===== config.mk =====
export PLATFORM = sky130hd
export DESIGN_NAME = uart_rx_param
export DESIGN_NICKNAME = d
export VERILOG_FILES = /design/src/rtl/uart_rx_param_pkg.sv /design/src/rtl/uart_rx_param_sampler.sv /design/src/rtl/uart_rx_param.sv
export SDC_FILE = /design/constraint.sdc
export NUM_CORES = 1
export LEC_CHECK = 0
export CELL_PAD_IN_SITES_DETAIL_PLACEMENT = 0
export CELL_PAD_IN_SITES_GLOBAL_PLACEMENT = 2
export CORE_UTILIZATION = 42
export CTS_CLUSTER_SIZE = 10
export DETAILED_ROUTE_END_ITERATION = 6
export PLACE_DENSITY_LB_ADDON = 0.1
export REMOVE_ABC_BUFFERS = 1
export SYNTH_ARGS = -nofsm -noshare
export SYNTH_HDL_FRONTEND = slang
export SYNTH_SLANG_ARGS = --single-unit

===== constraint.sdc =====
create_clock -name clock -period 3.85 [get_ports clock]
set_input_delay 1.155 -clock clock [delete_from_list [all_inputs] [get_ports clock]]
set_output_delay 1.155 -clock clock [all_outputs]
set_load 0.01 [all_outputs]

===== src/rtl/uart_rx_param_pkg.sv =====
// uart_rx_param_pkg: state encoding, line levels and sampling helpers shared by the UART receiver blocks
package uart_rx_param_pkg;

  typedef enum logic [2:0] {
    IDLE,
    START,
    DATA,
    PARITY,
    STOP,
    BRK
  } state_t;

  localparam logic B_START = 1'b0;
  localparam logic B_STOP  = 1'b1;
  localparam int   TICK_W  = 5;

  function automatic logic maj3(input logic [2:0] v);
    return (v[0] & v[1]) | (v[0] & v[2]) | (v[1] & v[2]);
  endfunction

endpackage


===== src/rtl/uart_rx_param_sampler.sv =====
// uart_rx_param_sampler: two-flop synchroniser plus 3-tap majority vote over s_tick samples
module uart_rx_param_sampler
  import uart_rx_param_pkg::*;
(
  input  logic clock,
  input  logic reset_n,
  input  logic s_tick,
  input  logic rx,
  output logic rx_s,
  output logic maj
);

  logic       rx_m;
  logic [1:0] hist;

  // Synchronise rx and keep the two previous tick samples; idle-high reset avoids a false start
  always_ff @(posedge clock or negedge reset_n) begin
    if (!reset_n) begin
      rx_m <= 1'b1;
      rx_s <= 1'b1;
      hist <= 2'b11;
    end else begin
      rx_m <= rx;
      rx_s <= rx_m;
      if (s_tick) hist <= {hist[0], rx_s};
    end
  end

  // Vote over the two stored samples and the sample being taken on this tick
  assign maj = maj3({hist, rx_s});

endmodule


===== src/rtl/uart_rx_param.sv =====
// uart_rx_param: oversampling UART receiver with optional parity, 1/2 stop bits, framing and break detection
module uart_rx_param
  import uart_rx_param_pkg::*;
#(
  parameter int DATA_BITS  = 8,
  parameter int OVERSAMPLE = 16,
  parameter int PARITY_EN  = 0,
  parameter int PARITY_ODD = 0,
  parameter int STOP_BITS  = 1
) (
  input  logic                 clock,
  input  logic                 reset_n,
  input  logic                 s_tick,
  input  logic                 rx,
  output logic [DATA_BITS-1:0] d_out,
  output logic                 rx_done,
  output logic                 parity_err,
  output logic                 frame_err,
  output logic                 break_det
);

  localparam logic [TICK_W-1:0] S_MID  = TICK_W'(OVERSAMPLE / 2 - 1);
  localparam logic [TICK_W-1:0] S_LAST = TICK_W'(OVERSAMPLE - 1);
  localparam logic [3:0]        N_LAST = 4'(DATA_BITS - 1);
  localparam logic              K_LAST = 1'(STOP_BITS - 1);

  state_t               state, state_n;
  logic [TICK_W-1:0]    s, s_n;
  logic [3:0]           n, n_n;
  logic                 k, k_n;
  logic [DATA_BITS-1:0] shreg, shreg_n;
  logic                 pbit, pbit_n;
  logic                 sb0, sb0_n;
  logic                 fe_acc, fe_acc_n;
  logic                 done_n;
  logic                 rx_s, maj;
  logic                 first_stop, brk, pe_calc, fe_calc;

  uart_rx_param_sampler u_sampler (
    .clock  (clock),
    .reset_n(reset_n),
    .s_tick (s_tick),
    .rx     (rx),
    .rx_s   (rx_s),
    .maj    (maj)
  );

  // Frame verdicts evaluated while the last stop bit is being sampled
  assign first_stop = k ? sb0 : maj;
  assign brk        = (shreg == '0) && !((PARITY_EN != 0) && pbit) && (first_stop == B_START);
  assign pe_calc    = (PARITY_EN != 0) && (^{shreg, pbit} ^ 1'(PARITY_ODD));
  assign fe_calc    = fe_acc || (maj != B_STOP);

  // Next-state and datapath updates, all advanced only on s_tick
  always_comb begin
    state_n  = state;
    s_n      = s;
    n_n      = n;
    k_n      = k;
    shreg_n  = shreg;
    pbit_n   = pbit;
    sb0_n    = sb0;
    fe_acc_n = fe_acc;
    done_n   = 1'b0;
    if (s_tick) begin
      case (state)
        IDLE: if (rx_s == B_START) begin
          s_n     = '0;
          state_n = START;
        end
        START: if (s == S_MID) begin
          s_n     = '0;
          n_n     = '0;
          state_n = (maj == B_START) ? DATA : IDLE;
        end else s_n = s + 1'b1;
        DATA: if (s == S_LAST) begin
          s_n     = '0;
          shreg_n = {maj, shreg[DATA_BITS-1:1]};
          n_n     = n + 4'd1;
          if (n == N_LAST) begin
            k_n      = 1'b0;
            fe_acc_n = 1'b0;
            state_n  = (PARITY_EN != 0) ? PARITY : STOP;
          end
        end else s_n = s + 1'b1;
        PARITY: if (s == S_LAST) begin
          s_n     = '0;
          pbit_n  = maj;
          state_n = STOP;
        end else s_n = s + 1'b1;
        STOP: if (s == S_LAST) begin
          s_n      = '0;
          k_n      = k + 1'b1;
          sb0_n    = first_stop;
          fe_acc_n = fe_calc;
          if (k == K_LAST) begin
            done_n  = 1'b1;
            state_n = brk ? BRK : IDLE;
          end
        end else s_n = s + 1'b1;
        BRK: if (maj == B_STOP) state_n = IDLE;
        default: state_n = IDLE;
      endcase
    end
  end

  // State, counters and registered outputs; outputs only change when a frame completes
  always_ff @(posedge clock or negedge reset_n) begin
    if (!reset_n) begin
      state      <= IDLE;
      s          <= '0;
      n          <= '0;
      k          <= 1'b0;
      shreg      <= '0;
      pbit       <= 1'b0;
      sb0        <= 1'b0;
      fe_acc     <= 1'b0;
      rx_done    <= 1'b0;
      d_out      <= '0;
      parity_err <= 1'b0;
      frame_err  <= 1'b0;
      break_det  <= 1'b0;
    end else begin
      state   <= state_n;
      s       <= s_n;
      n       <= n_n;
      k       <= k_n;
      shreg   <= shreg_n;
      pbit    <= pbit_n;
      sb0     <= sb0_n;
      fe_acc  <= fe_acc_n;
      rx_done <= done_n;
      if (done_n) begin
        d_out      <= shreg;
        parity_err <= pe_calc;
        frame_err  <= fe_calc;
        break_det  <= brk;
      end
    end
  end

endmodule

; After elaboration in Yosys (flattened, before gate mapping)
; Cells that the tools add are included.
[word_totals]
register_bits = 38
latchBits = 0
ram_bits = 0
romBits = 0
inputBits = 4
out_inout_bits = 12
wordCells = 83
memories = 0
[op_classes]
add_sub_neg = 3
mul = 0
div_mod_pow = 0
order_cmp = 0
eq_ne = 16
shift = 0
muxes = 29
n_bitwise = 7
reduce_logical = 14
[ops]
columns = op, n
row1 = 2-to-1 mux 3 bit, 9
row2 = case mux 3 bit (6 select lines), 1
row3 = != test 2 bit (second input constant), 8
row4 = 2-to-1 mux 5 bit, 3
row5 = case mux 5 bit (3 select lines), 1
row6 = 2-to-1 mux 1 bit, 9
row7 = AND reduction 3 bit, 3
row8 = AND reduction 9 bit, 1
row9 = zero test 8 bit, 1
row10 = 2-to-1 mux 4 bit, 2
row11 = case mux 4 bit (2 select lines), 1
row12 = == test 3 x 2 -> 1 bit (second input constant), 2
row13 = == test 3 bit (second input constant), 2
row14 = adder 5 x 1 -> 5 bit (second input constant), 1
row15 = == test 5 x 3 -> 1 bit (second input constant), 1
row16 = == test 5 x 4 -> 1 bit (second input constant), 1
row17 = AND reduction 5 bit, 1
row18 = adder 4 x 1 -> 4 bit (second input constant), 1
row19 = == test 4 x 3 -> 1 bit (second input constant), 1
row20 = case mux 1 bit (2 select lines), 2
row21 = AND reduction 4 bit, 1
row22 = nonzero test 2 bit, 2
row23 = AND 1 bit, 3
row24 = == test 3 x 1 -> 1 bit (second input constant), 1
row25 = 9 further kinds, 11

; Depth between registers and ports, before layout
[depth]
word_depth = 10
ltp_mapped = 7
ltp_nobuf = 7

; Cells and area by module
; From an unflattened synthesis, not the netlist that was laid out.
[hier_totals]
hier_cells = 175
area_unflattened_um2 = 1944.4
[modules_own_cells]
columns = module, instances, cells_per_inst, area_each_um2, seq_area_each_um2
row1 = uart_rx_param, 1, 168, 1805.5, 850.8
row2 = uart_rx_param_sampler, 1, 7, 138.9, 105.1

; Worst setup path before layout
; No wires, ideal clock.
[synth_path]
path_type = input to register
startpoint = in s_tick
endpoint = reg state[1]
setup_ns = 0.125
arrival_time_ns = 2.099
required_time_ns = 3.725
path_slack_ns = 1.626
path_stages = 4
n_path_buf = 1
cell_sequence = clkbuf_1 o21ai_0 a211oi_1 mux2_2
[synth_via]
elab_chain_len = 1
[synth_lines]
columns = element, line_no
row1 = from (decl), uart_rx_param.sv:13  ; input logic s_tick,
row2 = AND reduction 9 bit (no line), --
row3 = to (signal assigned), uart_rx_param.sv:124  ; state <= state_n;
row4 = to (decl), uart_rx_param.sv:27  ; state_t state, state_n;
; Every way passes these cells.
; A chain may end at the register's enable or synchronous reset.

; Worst setup path after layout
[layout_path]
startpoint = in s_tick
endpoint = reg n[3]
[layout_via]
elab_chain_len = 1
[layout_lines]
columns = element, line_no
row1 = AND reduction 4 bit (no line), --
row2 = to (signal assigned), uart_rx_param.sv:126  ; n <= n_n;
row3 = to (decl), uart_rx_param.sv:29  ; logic [3:0] n, n_n;
; Every way passes these cells.

==> key figures <==
Run status
  – Status: complete, no violations

Setup path
  – Crit start category: input pin
  – Worst r2r path cells: 5
  – Reg2reg end: n[3]
  – Crit-path max FO: 12
  – Critical Path RT: 4.05 ns
  – Crit end category: flop
  – Worst reg2reg startpoint: state[1]
  – Worst R2R Setup Slack: 1.81 ns
  – Kind of critical path: input pin to flop
  – Data arrival, critical path: 2.66 ns

Synth
  – Yosys top cell by area: dfrtp_1
  – Syn Std Cell Area: 1897 µm²
  – Syn Area/Cell: 11.93 µm²
  – Share of the synthesized area in the top cell type: 44.85%
  – Sequential cell area fraction in the yosys report: 50.40%
  – Post-synth top flop: dfrtp_1
  – Distinct cells, synth: 55
  – Post-synth EDFFs: 0
  – Ranking of synthesized cells by area: dfrtp_1 45%, mux2_2 11%, dfstp_2 5.5%
  – FF+latch count, synth: 38
  – Fraction of registers with async set/reset: 100.0%
  – Yosys warns: 0
  – Post-Syn Instances: 159

STA
  – Fin Clk Skew: 0.005642 ns
  – Post-route setup TNS: 0 ns
  – Fin. Hold Viols: 0
  – Min cycle time layout: 2.456 ns
  – Worst-Margin Slew: 0.8401 ns
  – Final Max Slew Viols: 0
  – Maximum clock rate: 407.1 MHz
  – RSZ-0062 raised after global routing: no
  – Rel. slew slack: 43.99%
  – Tcrit/Tclk final: 63.80%
  – Setup violators final: 0

Place
  – Post-Place Cells: 219
  – Area of placed instances: 2062 µm²
  – Detailed placement HPWL: 2.422 mm
  – IO buf count: 14
  – Gpl congestion: 0.7638

Global routing
  – Pin count of the biggest net entering global routing: 39
  – First-pass GRT wire length: 6.341 mm
  – Vias in the first global route: 1267
  – GRT Total Usage: 16.62%
  – Initial antenna violation count: 0
  – Global route overflow: 0

CTS
  – Clock root buffer: clkbuf_8
  – Cts repair resizes: 0
  – H-Tree Level Count: 2
  – CTS Sinks: 38
  – Max clock buf depth: 2
  – CTS buffer count: 5
  – CTS tree: done
  – Post-CTS Setup Inserts: 0
  – Clk_lat worst skew: 0.29 ns
  – Reg clk slew, reported paths: 0.07 ns
  – CTS Hold Buffers Added: 0

Layout
  – Post-Layout Cell Count: 227
  – Final instance area: 2205 µm²
  – Multi-input gate area: 872.1 µm²
  – Fillers: 381
  – Share of layout cells above drive strength 1: 23.43%
  – Commonest cells after routing, fill and taps aside: 34 x dfrtp_1, 18 x mux2_2, 13 x clkdlybuf4s50_1
  – Final #Nets: 181
  – Storage cell area: 955.9 µm²
  – Commonest non-fill, non-tap cell in the layout: dfrtp_1
  – N_diodes: 0
  – Area Overhead vs Synth: 16.23%

Hold path
  – WHS Endpoint: u_sampler.rx_s
  – Worst Hold Class: flop to flop
  – HP Start: u_sampler.rx_m
  – Hold depth: 0

Detailed routing
  – Via count: 1262
  – Wire length per cell: 15.26 µm
  – Detailed Route Iter0 Violations: 89
  – Routed Antenna Nets: 0
  – Routed wire length: 3.464 mm
  – DRC Markers: 0
  – Vias per cell: 5.559
  – DR pass1 iterations: 4

Floorplan
  – Die area: 4789 µm²
  – Io pins: 16
  – Initial Util: 43.56%
  – Core Area: 4354 µm²
  – DIE HEIGHT: 69.20 µm
  – Chip width: 69.20 µm
  – Row cnt: 24

Pwr
  – Leak: 1.053 nW
  – Total power: 1.174 mW
  – Max VDD drop: 0.0002139 V
  – Power Density: 532.4 nW/µm²

Flow run
  – Max_cap viols: 0
[cell families after synthesis]
kind of cell             Yosys count  synth area share [%]
XOR/XNOR                           1                0.4618
multiplexers                      23                 13.59
adder cells (fa/ha/maj)            4                 2.507
other                              1                0.1977
buffers and inverters             13                 3.628
AND/OR/NAND/NOR                   48                 18.07
flip-flops                        38                 50.40
AO/OA/AOI/OAI                     31                 11.15
[stage by stage]
| step | worst slack [ns] | utilization [%] | hold slack (ns) |
|---|---|---|---|
| floorplan | 1.754 | - | 0.3452 |
| global placement | 1.139 | 47.36 | 0.3459 |
| detailed placement | 1.100 | 47.36 | 0.3482 |
| CTS | 1.396 | 50.63 | 0.3594 |
| global route | 1.308 | 50.63 | 0.3667 |
| finish | 1.394 | 50.63 | 0.3575 |
[area by class of cell]
type	instances	share of cell area (%)
clock inverter	2	2.724
tap	52	2.951
sequential	38	43.36
inverter	5	0.8513
timing repair buffer	16	6.810
multi-input combinational	108	39.56
clock buffer	6	3.746
[synthesized netlist by cell type, types with 3 or more instances]
| library cell | number |
|---|---|
| nor2b_1 | 3 |
| ha_1 | 3 |
| dfstp_2 | 4 |
| mux2_2 | 18 |
| o211ai_1 | 3 |
| mux2_1 | 4 |
| o21ai_0 | 12 |
| nor2_1 | 3 |
| buf_2 | 4 |
| dfrtp_1 | 34 |
| nand2_1 | 12 |
| nand3_1 | 6 |
| inv_1 | 5 |
| nor3_1 | 3 |
[registers in the layout (all words and copies together) (netlist names)]
name and count:
state 3, n 4, fe_acc 1, u_sampler.rx_m 1, u_sampler.hist 2, s 5
k 1, rx_done 1, d_out 8, shreg 8, sb0 1, u_sampler.rx_s 1
break_det 1, frame_err 1
[worst max-delay path, cell delays in order]
cell and delay (ns):
clkdlybuf4s50_1 0.65, nand3_1 0.11, buf_4 0.20, or3_1 0.35
a22oi_1 0.20
[worst max-delay path by stage]
stage	from	endpoint
6_report	s_tick	n[3]
5_1_grt	s_tick	n[3]
4_1_cts	s_tick	n[3]
3_5_place_dp	s_tick	n[3]
3_3_place_gp	s_tick	n[3]
2_1_floorplan	s_tick	n[3]
[per-layer routing]
metal | up-vias | share of wire (%) | GRT usage, %
met5 | - | 0 | 0
met4 | 0 | 1.4 | 4.762
met3 | 5 | 4.3 | 4.506
met2 | 24 | 45 | 24.38
met1 | 614 | 49 | 24.12
li1 | 619 | - | -
[report_power, final]
part	internal, mW	total, mW	switching, mW
logic	0.112	0.234	0.122
registers	0.434	0.522	0.0888
clock network	0.276	0.417	0.141
total	0.822	1.17	0.352
Power figures use the tool's default switching activity.
